File: config.mk
export PLATFORM = sky130hd
export DESIGN_NAME = time_set_ctrl_flat
export DESIGN_NICKNAME = d
export VERILOG_FILES = /design/src/rtl/time_set_ctrl_pkg.sv /design/src/rtl/time_set_ctrl_if.sv /design/src/rtl/time_set_ctrl_btn_repeat.sv /design/src/rtl/time_set_ctrl.sv /design/src/flat_wrapper.sv
export SDC_FILE = /design/constraint.sdc
export NUM_CORES = 1
export LEC_CHECK = 0
export CORE_MARGIN = 1
export CORE_UTILIZATION = 30
export DETAILED_ROUTE_END_ITERATION = 12
export HOLD_SLACK_MARGIN = 0.05
export PLACE_DENSITY = 0.6
export SYNTH_ARGS = -nofsm -noshare
export SYNTH_HDL_FRONTEND = slang
export SYNTH_SLANG_ARGS = --single-unit
File: constraint.sdc
create_clock -name clk_i -period 2 [get_ports clk_i]
set_input_delay 0.5 -clock clk_i [delete_from_list [all_inputs] [get_ports clk_i]]
set_output_delay 0.5 -clock clk_i [all_outputs]
set_load 0.02 [all_outputs]
File: src/rtl/time_set_ctrl_pkg.sv
// Shared types and constants for the button-driven time-setting controller.
package time_set_ctrl_pkg;

    localparam int unsigned HRS_W   = 5;
    localparam int unsigned MIN_W   = 6;
    localparam int unsigned SEC_W   = 6;
    localparam int unsigned FIELD_W = 2;
    localparam int unsigned TIME_W  = HRS_W + MIN_W + SEC_W;

    localparam logic [HRS_W-1:0] HRS_MAX = HRS_W'(23);
    localparam logic [MIN_W-1:0] MIN_MAX = MIN_W'(59);
    localparam logic [SEC_W-1:0] SEC_MAX = SEC_W'(59);

    typedef enum logic [2:0] {
        ST_IDLE     = 3'd0,
        ST_EDIT_HRS = 3'd1,
        ST_EDIT_MIN = 3'd2,
        ST_EDIT_SEC = 3'd3,
        ST_COMMIT   = 3'd4
    } state_e;

    typedef enum logic [FIELD_W-1:0] {
        FIELD_NONE = 2'd0,
        FIELD_HRS  = 2'd1,
        FIELD_MIN  = 2'd2,
        FIELD_SEC  = 2'd3
    } field_e;

    typedef struct packed {
        logic [HRS_W-1:0] hrs;
        logic [MIN_W-1:0] min;
        logic [SEC_W-1:0] sec;
    } time_t;

    // Hours step with explicit wrap, kept at field width.
    function automatic logic [HRS_W-1:0] step_hrs(input logic [HRS_W-1:0] v, input logic up);
        if (up) return (v >= HRS_MAX) ? '0 : v + HRS_W'(1);
        else    return (v == '0) ? HRS_MAX : v - HRS_W'(1);
    endfunction

    // Minutes/seconds step with explicit wrap.
    function automatic logic [MIN_W-1:0] step_ms(input logic [MIN_W-1:0] v,
                                                 input logic [MIN_W-1:0] max,
                                                 input logic up);
        if (up) return (v >= max) ? '0 : v + MIN_W'(1);
        else    return (v == '0) ? max : v - MIN_W'(1);
    endfunction

endpackage

File: src/rtl/time_set_ctrl_if.sv
// Button inputs and committed/edit-status outputs of the time-setting controller.
interface time_set_ctrl_if;
    import time_set_ctrl_pkg::*;

    logic                btn_mode_i;
    logic                btn_up_i;
    logic                btn_down_i;
    logic [HRS_W-1:0]    set_hrs_o;
    logic [MIN_W-1:0]    set_min_o;
    logic [SEC_W-1:0]    set_sec_o;
    logic                load_o;
    logic                editing_o;
    logic [FIELD_W-1:0]  field_o;
    logic [TIME_W-1:0]   shadow_o;

    modport master (
        output btn_mode_i, btn_up_i, btn_down_i,
        input  set_hrs_o, set_min_o, set_sec_o, load_o, editing_o, field_o, shadow_o
    );

    modport slave (
        input  btn_mode_i, btn_up_i, btn_down_i,
        output set_hrs_o, set_min_o, set_sec_o, load_o, editing_o, field_o, shadow_o
    );

endinterface

File: src/rtl/time_set_ctrl_btn_repeat.sv
// Rising-edge detect plus hold-to-repeat timing; step_c pulses on press, after the
// initial delay, then once per repeat period until release.
module btn_repeat #(
    parameter int unsigned REPEAT_DELAY = 500,
    parameter int unsigned REPEAT_RATE  = 100
) (
    input  logic clk_i,
    input  logic reset_i,
    input  logic btn_i,
    input  logic inhibit_i,
    output logic press_c,
    output logic step_c
);

    localparam int unsigned MAX_CNT = (REPEAT_DELAY > REPEAT_RATE) ? REPEAT_DELAY : REPEAT_RATE;
    localparam int unsigned CNT_W   = $clog2(MAX_CNT + 1);

    logic             btn_q;
    logic [CNT_W-1:0] cnt_q, cnt_d;
    logic             rep_q, rep_d;

    assign press_c = btn_i & ~btn_q;

    // cnt_q holds cycles since the last step; zero means not counting.
    always_comb begin
        step_c = 1'b0;
        cnt_d  = cnt_q;
        rep_d  = rep_q;
        if (!btn_i || inhibit_i) begin
            cnt_d = '0;
            rep_d = 1'b0;
        end else if (press_c) begin
            step_c = 1'b1;
            cnt_d  = CNT_W'(1);
            rep_d  = 1'b0;
        end else if (cnt_q != '0) begin
            if ((!rep_q && cnt_q == CNT_W'(REPEAT_DELAY)) ||
                ( rep_q && cnt_q == CNT_W'(REPEAT_RATE))) begin
                step_c = 1'b1;
                cnt_d  = CNT_W'(1);
                rep_d  = 1'b1;
            end else begin
                cnt_d = cnt_q + CNT_W'(1);
            end
        end
    end

    always_ff @(posedge clk_i) begin
        if (reset_i) begin
            btn_q <= 1'b0;
            cnt_q <= '0;
            rep_q <= 1'b0;
        end else begin
            btn_q <= btn_i;
            cnt_q <= cnt_d;
            rep_q <= rep_d;
        end
    end

endmodule

File: src/rtl/time_set_ctrl.sv
// Button-driven hours/minutes/seconds preset editor with commit strobe and edit status.
module time_set_ctrl
    import time_set_ctrl_pkg::*;
#(
    parameter int unsigned INIT_HRS     = 17,
    parameter int unsigned INIT_MIN     = 35,
    parameter int unsigned INIT_SEC     = 42,
    parameter int unsigned REPEAT_DELAY = 500,
    parameter int unsigned REPEAT_RATE  = 100,
    parameter int unsigned TIMEOUT      = 10000
) (
    input  logic            clk_i,
    input  logic            reset_i,
    time_set_ctrl_if.slave  bus
);

    localparam int unsigned IDLE_W = $clog2(TIMEOUT + 1);
    localparam time_t INIT_TIME = '{hrs: HRS_W'(INIT_HRS), min: MIN_W'(INIT_MIN), sec: SEC_W'(INIT_SEC)};

    state_e              state_q, state_d;
    time_t               shadow_q, shadow_d;
    time_t               set_q, set_d;
    logic                load_q, load_d;
    logic                editing_q, editing_d;
    field_e              field_q, field_d;
    logic [IDLE_W-1:0]   idle_cnt_q, idle_cnt_d;
    logic                mode_q;

    logic mode_press_c, up_press_c, down_press_c, up_step_c, down_step_c;
    logic both_held_c, any_press_c, in_edit_c, timeout_c;

    assign mode_press_c = bus.btn_mode_i & ~mode_q;
    assign both_held_c  = bus.btn_up_i & bus.btn_down_i;
    assign any_press_c  = mode_press_c | up_press_c | down_press_c;
    assign in_edit_c    = (state_q == ST_EDIT_HRS) || (state_q == ST_EDIT_MIN) || (state_q == ST_EDIT_SEC);
    assign timeout_c    = in_edit_c && (idle_cnt_q == IDLE_W'(TIMEOUT - 1));

    btn_repeat #(.REPEAT_DELAY(REPEAT_DELAY), .REPEAT_RATE(REPEAT_RATE)) u_up (
        .clk_i     (clk_i),
        .reset_i   (reset_i),
        .btn_i     (bus.btn_up_i),
        .inhibit_i (both_held_c),
        .press_c   (up_press_c),
        .step_c    (up_step_c)
    );

    btn_repeat #(.REPEAT_DELAY(REPEAT_DELAY), .REPEAT_RATE(REPEAT_RATE)) u_down (
        .clk_i     (clk_i),
        .reset_i   (reset_i),
        .btn_i     (bus.btn_down_i),
        .inhibit_i (both_held_c),
        .press_c   (down_press_c),
        .step_c    (down_step_c)
    );

    always_ff @(posedge clk_i) begin
        if (reset_i) state_q <= ST_IDLE;
        else         state_q <= state_d;
    end

    // A mode press always takes priority over an expiring idle timer.
    always_comb begin
        state_d = state_q;
        case (state_q)
            ST_IDLE:     if (mode_press_c) state_d = ST_EDIT_HRS;
            ST_EDIT_HRS: if (mode_press_c) state_d = ST_EDIT_MIN;
                         else if (timeout_c && !any_press_c) state_d = ST_IDLE;
            ST_EDIT_MIN: if (mode_press_c) state_d = ST_EDIT_SEC;
                         else if (timeout_c && !any_press_c) state_d = ST_IDLE;
            ST_EDIT_SEC: if (mode_press_c) state_d = ST_COMMIT;
                         else if (timeout_c && !any_press_c) state_d = ST_IDLE;
            ST_COMMIT:   state_d = ST_IDLE;
            default:     state_d = ST_IDLE;
        endcase
    end

    // Next values of the registered outputs, shadow and idle counter.
    always_comb begin
        shadow_d   = shadow_q;
        set_d      = set_q;
        load_d     = 1'b0;
        editing_d  = 1'b0;
        field_d    = FIELD_NONE;
        idle_cnt_d = '0;
        case (state_q)
            ST_IDLE: if (mode_press_c) shadow_d = set_q;
            ST_EDIT_HRS: if (!mode_press_c && (up_step_c || down_step_c))
                shadow_d.hrs = step_hrs(shadow_q.hrs, up_step_c);
            ST_EDIT_MIN: if (!mode_press_c && (up_step_c || down_step_c))
                shadow_d.min = step_ms(shadow_q.min, MIN_MAX, up_step_c);
            ST_EDIT_SEC: if (!mode_press_c && (up_step_c || down_step_c))
                shadow_d.sec = step_ms(shadow_q.sec, SEC_MAX, up_step_c);
            default: ;
        endcase
        if (state_d == ST_COMMIT) begin
            set_d  = shadow_q;
            load_d = 1'b1;
        end
        if (in_edit_c && state_d == ST_IDLE) shadow_d = set_q;
        case (state_d)
            ST_EDIT_HRS: begin editing_d = 1'b1; field_d = FIELD_HRS; end
            ST_EDIT_MIN: begin editing_d = 1'b1; field_d = FIELD_MIN; end
            ST_EDIT_SEC: begin editing_d = 1'b1; field_d = FIELD_SEC; end
            default: ;
        endcase
        if (editing_d && !any_press_c) idle_cnt_d = idle_cnt_q + IDLE_W'(1);
    end

    always_ff @(posedge clk_i) begin
        if (reset_i) begin
            shadow_q   <= INIT_TIME;
            set_q      <= INIT_TIME;
            load_q     <= 1'b0;
            editing_q  <= 1'b0;
            field_q    <= FIELD_NONE;
            idle_cnt_q <= '0;
            mode_q     <= 1'b0;
        end else begin
            shadow_q   <= shadow_d;
            set_q      <= set_d;
            load_q     <= load_d;
            editing_q  <= editing_d;
            field_q    <= field_d;
            idle_cnt_q <= idle_cnt_d;
            mode_q     <= bus.btn_mode_i;
        end
    end

    assign bus.set_hrs_o = set_q.hrs;
    assign bus.set_min_o = set_q.min;
    assign bus.set_sec_o = set_q.sec;
    assign bus.load_o    = load_q;
    assign bus.editing_o = editing_q;
    assign bus.field_o   = field_q;
    assign bus.shadow_o  = shadow_q;

endmodule
File: src/flat_wrapper.sv
// flat-port wrapper written by rule: the top's interface ports become plain ports
module time_set_ctrl_flat import time_set_ctrl_pkg::*;
#(
    parameter int unsigned INIT_HRS     = 17,
    parameter int unsigned INIT_MIN     = 35,
    parameter int unsigned INIT_SEC     = 42,
    parameter int unsigned REPEAT_DELAY = 500,
    parameter int unsigned REPEAT_RATE  = 100,
    parameter int unsigned TIMEOUT      = 10000
)
  (clk_i, reset_i, bus_btn_mode_i, bus_btn_up_i, bus_btn_down_i, bus_set_hrs_o, bus_set_min_o, bus_set_sec_o, bus_load_o, bus_editing_o, bus_field_o, bus_shadow_o);
  time_set_ctrl_if bus_i ();
  input  logic clk_i;
  input  logic reset_i;
  input wire logic [$bits(bus_i.btn_mode_i)-1:0] bus_btn_mode_i;
  input wire logic [$bits(bus_i.btn_up_i)-1:0] bus_btn_up_i;
  input wire logic [$bits(bus_i.btn_down_i)-1:0] bus_btn_down_i;
  output wire logic [$bits(bus_i.set_hrs_o)-1:0] bus_set_hrs_o;
  output wire logic [$bits(bus_i.set_min_o)-1:0] bus_set_min_o;
  output wire logic [$bits(bus_i.set_sec_o)-1:0] bus_set_sec_o;
  output wire logic [$bits(bus_i.load_o)-1:0] bus_load_o;
  output wire logic [$bits(bus_i.editing_o)-1:0] bus_editing_o;
  output wire logic [$bits(bus_i.field_o)-1:0] bus_field_o;
  output wire logic [$bits(bus_i.shadow_o)-1:0] bus_shadow_o;
  assign bus_i.btn_mode_i = bus_btn_mode_i;
  assign bus_i.btn_up_i = bus_btn_up_i;
  assign bus_i.btn_down_i = bus_btn_down_i;
  assign bus_set_hrs_o = bus_i.set_hrs_o;
  assign bus_set_min_o = bus_i.set_min_o;
  assign bus_set_sec_o = bus_i.set_sec_o;
  assign bus_load_o = bus_i.load_o;
  assign bus_editing_o = bus_i.editing_o;
  assign bus_field_o = bus_i.field_o;
  assign bus_shadow_o = bus_i.shadow_o;
  time_set_ctrl #(.INIT_HRS(INIT_HRS), .INIT_MIN(INIT_MIN), .INIT_SEC(INIT_SEC), .REPEAT_DELAY(REPEAT_DELAY), .REPEAT_RATE(REPEAT_RATE), .TIMEOUT(TIMEOUT)) u_core (.clk_i(clk_i), .reset_i(reset_i), .bus(bus_i));
endmodule
==> results.tsv <==
stage	metric	value	unit
setup_path	crit path max fanout	6	
clock_tree	Clock Sink Count	78	
logic_synthesis	Gate Count Post-Synth	531	
clock_tree	Post-CTS Hold Buffers	0	
power_and_ir_drop	PD cells	665	nW/um^2
outcome	failing checks	setup timing	
clock_tree	clock-pin slew on the worst setup and hold paths	0.06	ns
clock_tree	H-tree depth	3	
global_route	first-pass GRT wire length	20200	um
routing	Total Routed Length	12400	um
setup_path	Req. time, crit path	2.25	ns
routing	via count	4275	
setup_path	highest cell delay on the worst timing path	0.33	ns
clock_tree	root buffer cell	clkbuf_16	
logic_synthesis	Mean Syn Cell Area	8.21	sq um
cells_and_area	fin cells	839	
routing	WL per Instance	14.8	um
placement	DP Cell Count	807	
setup_path	CP max stage cell	dfxtp_2	
sta	endpoints failing setup	15	
die	I/O pins	43	
power_and_ir_drop	clock network fraction of total power	44.2	%
cells_and_area	diode count	0	
placement	post-place setup slack	-0.570	ns
routing	DR DRC count	0	
clock_tree	Clock Path Buffers	2	
setup_path	startpoint types	flip-flop	
clock_tree	TritonCTS clock tree	built	
global_route	antenna violations before repair	0	
cells_and_area	fillers	1351	
power_and_ir_drop	Peak VDD IR	0.488	mV
cells_and_area	layout cells sized above 1	28.7	%
cells_and_area	Design Area, Final	6290	sq um
logic_synthesis	area leader, netlist	dfxtp_1	
sta	worst-margin pin slew	0.577	ns
logic_synthesis	Main synth FF type	dfxtp_1	
clock_tree	CTS buffer count	9	
power_and_ir_drop	Gate power share	16.3	%
min_path	hold crit path type	reg -> reg	
cells_and_area	Nets	670	
die	die height	123	um
sta	RSZ-0062 raised after global routing	true	
setup_path	Worst Path Arrival	2.34	ns
cells_and_area	final core occ	44.8	%
logic_synthesis	Post-synth ARST share	0	%
sta	worst hold slack	0.477	ns
global_route	largest net degree at the start of global routing	23	
clock_tree	worst skew pair latency	0.34	ns
sta	Slew HR	61.1	%
power_and_ir_drop	net switching power	1.08	mW
global_route	total global routing overflow	0	
routing	vias per std cell	5.10	
placement	Placement Cell Area	5510	sq um
logic_synthesis	cell area after synthesis	4360	sq um
cells_and_area	Area growth syn-to-layout	44.3	%
setup_path	Crit Path Class	reg -> reg	
power_and_ir_drop	Leakage	2.42	nW
global_route	vias in the first global route	4272	
die	# rows	43	
setup_path	Worst setup EP type	flip-flop	
setup_path	critical path cell sequence	inv_2 > ha_4 > and3b_2 > o2111ai_4 > buf_6 > a21oi_4 > buf_12 > buf_8 > a311oi_2 > nor3_2 > o311ai_4	
die	die width	123	um
routing	Detail Route Antenna Nets	0	
power_and_ir_drop	Sw Share	25.7	%
power_and_ir_drop	Int Pwr	3.11	mW
logic_synthesis	Mapped Nets	547	
sta	final setup margin	-0.0864	ns
placement	number of buffers added on ports	42	
global_route	total global-route track usage	17.2	%
die	die area	15000	sq um
sta	crit path time final	2.09	ns
sta	Fin. Hold Viols	0	
logic_synthesis	top post-synthesis cells by area	dfxtp_1 36%, nor2_1 5.9%, nand2_1 4.9%	
logic_synthesis	top cell type's share of synthesized area	35.8	%
run	Max Cap Viol	0	
sta	Sum Neg Setup Slack	-0.638	ns
logic_synthesis	register area share after synthesis	35.8	%
logic_synthesis	Synth warnings	0	
sta	count of pins over their slew limit	0	
die	Initial Util	31.1	%
outcome	status	finished, violations left	
routing	initial DRC count	186	
sta	final period utilization	104	%
power_and_ir_drop	sequential power share	39.5	%
placement	DP Wirelength	8600	um
die	core box area	14000	sq um
placement	global placement routability congestion	0.815	
sta	Worst Skew	0.00453	ns
logic_synthesis	Unique masters post-synth	71	
logic_synthesis	FF+latch count, synth	78	
logic_synthesis	number of synthesized flops with an enable pin	0	
routing	Pre-Repair DR Iteration Count	4	
power_and_ir_drop	Power, Total	4.19	mW
sta	maximum clock rate	479	MHz
cells in the mapped netlist, types with 3 or more instances:
cell type and number:
nand4_1 5, nand2_1 57, o211ai_1 11, xnor2_1 21, o21ai_0 14, buf_2 3, mux2_2 3, nand2b_1 15
and4b_1 3, a31oi_1 8, dfxtp_1 78, nor2_1 69, nor3_1 20, nor2b_1 7, a31o_2 3, or3_1 4
mux2i_1 13, a311oi_1 4, a21oi_1 27, xor2_1 11, nand3_1 26, inv_1 18, a211oi_1 7, o311ai_1 3
ha_1 11, clkbuf_1 20, and3_1 13
layer usage:
layer	GRT usage [%]	routed length, um	up-vias
met5	0	0	-
met4	6.63	185	0
met3	3.21	493	17
met2	29.4	6120	71
met1	21.2	5640	2039
li1	-	-	2148
power by group through the flow:
| stage | combinational [mW] | clock (mW) | sequential [mW] |
|---|---|---|---|
| after global routing | 0.743 | 1.93 | 1.66 |
| after floorplan | 0.354 | 0 | 1.69 |
| final | 0.684 | 1.85 | 1.65 |
| after detailed placement | 0.605 | 0 | 1.68 |
| after global placement | 0.595 | 0 | 1.68 |
| after CTS | 0.647 | 1.88 | 1.65 |
sequential cells by signal, indices dropped and copies added (netlist names):
signal,count
u_core.bus.load_o,1
u_core.idle_cnt_q,14
u_core.bus.set_min_o,6
u_core.bus.editing_o,1
u_core.mode_q,1
u_core.u_down.btn_q,1
u_core.bus.shadow_o,17
u_core.u_up.btn_q,1
u_core.u_up.cnt_q,9
u_core.bus.set_hrs_o,5
u_core.u_up.rep_q,1
u_core.bus.set_sec_o,6
u_core.u_down.rep_q,1
u_core.bus.field_o,2
u_core.state_q,3
u_core.u_down.cnt_q,9
layout make-up:
class / instances / area [sq um] / share of cell area [%]
Sequential cell: 78 / 1580 / 25.0
Inverter: 18 / 67.6 / 1.07
Clock inverter: 3 / 65.1 / 1.03
Timing Repair Buffer: 139 / 1220 / 19.4
Tap cell: 180 / 225 / 3.58
Clock buffer: 13 / 270 / 4.29
Multi-Input combinational cell: 408 / 2870 / 45.6
final timing paths:
kind | startpoint | end | slack, ns | cells after the start
hold / removal | u_core.bus.set_min_o[2] | u_core.bus.set_min_o[2] | 0.48 | 2
hold reg to reg | u_core.bus.set_min_o[2] | u_core.bus.set_min_o[2] | 0.48 | 2
setup / recovery | u_core.u_up.cnt_q[0] | u_core.bus.shadow_o[5] | -0.09 | 11
setup reg to reg | u_core.u_up.cnt_q[0] | u_core.bus.shadow_o[5] | -0.09 | 11
cell usage in the layout, fill, tap and decap left out, drive strengths merged, types with 11 or more instances in the layout:
cell type | netlist | layout
nand2b | 15 | 15
ha | 11 | 11
mux2i | 13 | 13
o21ai | 15 | 15
buf | 8 | 97
clkdlybuf4s50 | 0 | 35
nor2 | 69 | 69
xor2 | 11 | 11
a21oi | 28 | 29
nand2 | 58 | 58
clkbuf | 20 | 13
dfxtp | 78 | 78
o211ai | 12 | 12
nand3 | 27 | 27
xnor2 | 21 | 21
and3 | 13 | 13
inv | 18 | 18
nor3 | 21 | 21
what timing repair did:
item,in CTS,in global routing
gates resized for setup,43,37
endpoints found under the setup margin,23,20
cloned,1,0
setup buffers,12,4
pin swaps,16,25
worst max-delay path: cells and delay by family, from the launching register on:
kind / cells / cell delay [ns]
AOI/OAI and AO/OA: 4 / 0.74
buffers and inverters: 4 / 0.46
DFF: 1 / 0.33
and+or+nand+nor: 2 / 0.32
adders and majority gates: 1 / 0.15
cell families (layout without fill, tap and decap cells):
family / Yosys count / in the layout / synth area share (%)
muxes: 16 / 16 / 3.76
xor gates and xnor gates: 32 / 32 / 6.43
buffers and inverters: 46 / 173 / 4.73
adders and majority gates: 11 / 11 / 3.16
DFF: 78 / 78 / 35.8
and+or+nand+nor: 240 / 240 / 27.5
AOI/OAI and AO/OA: 108 / 109 / 18.6
Power figures use the tool's default switching activity.
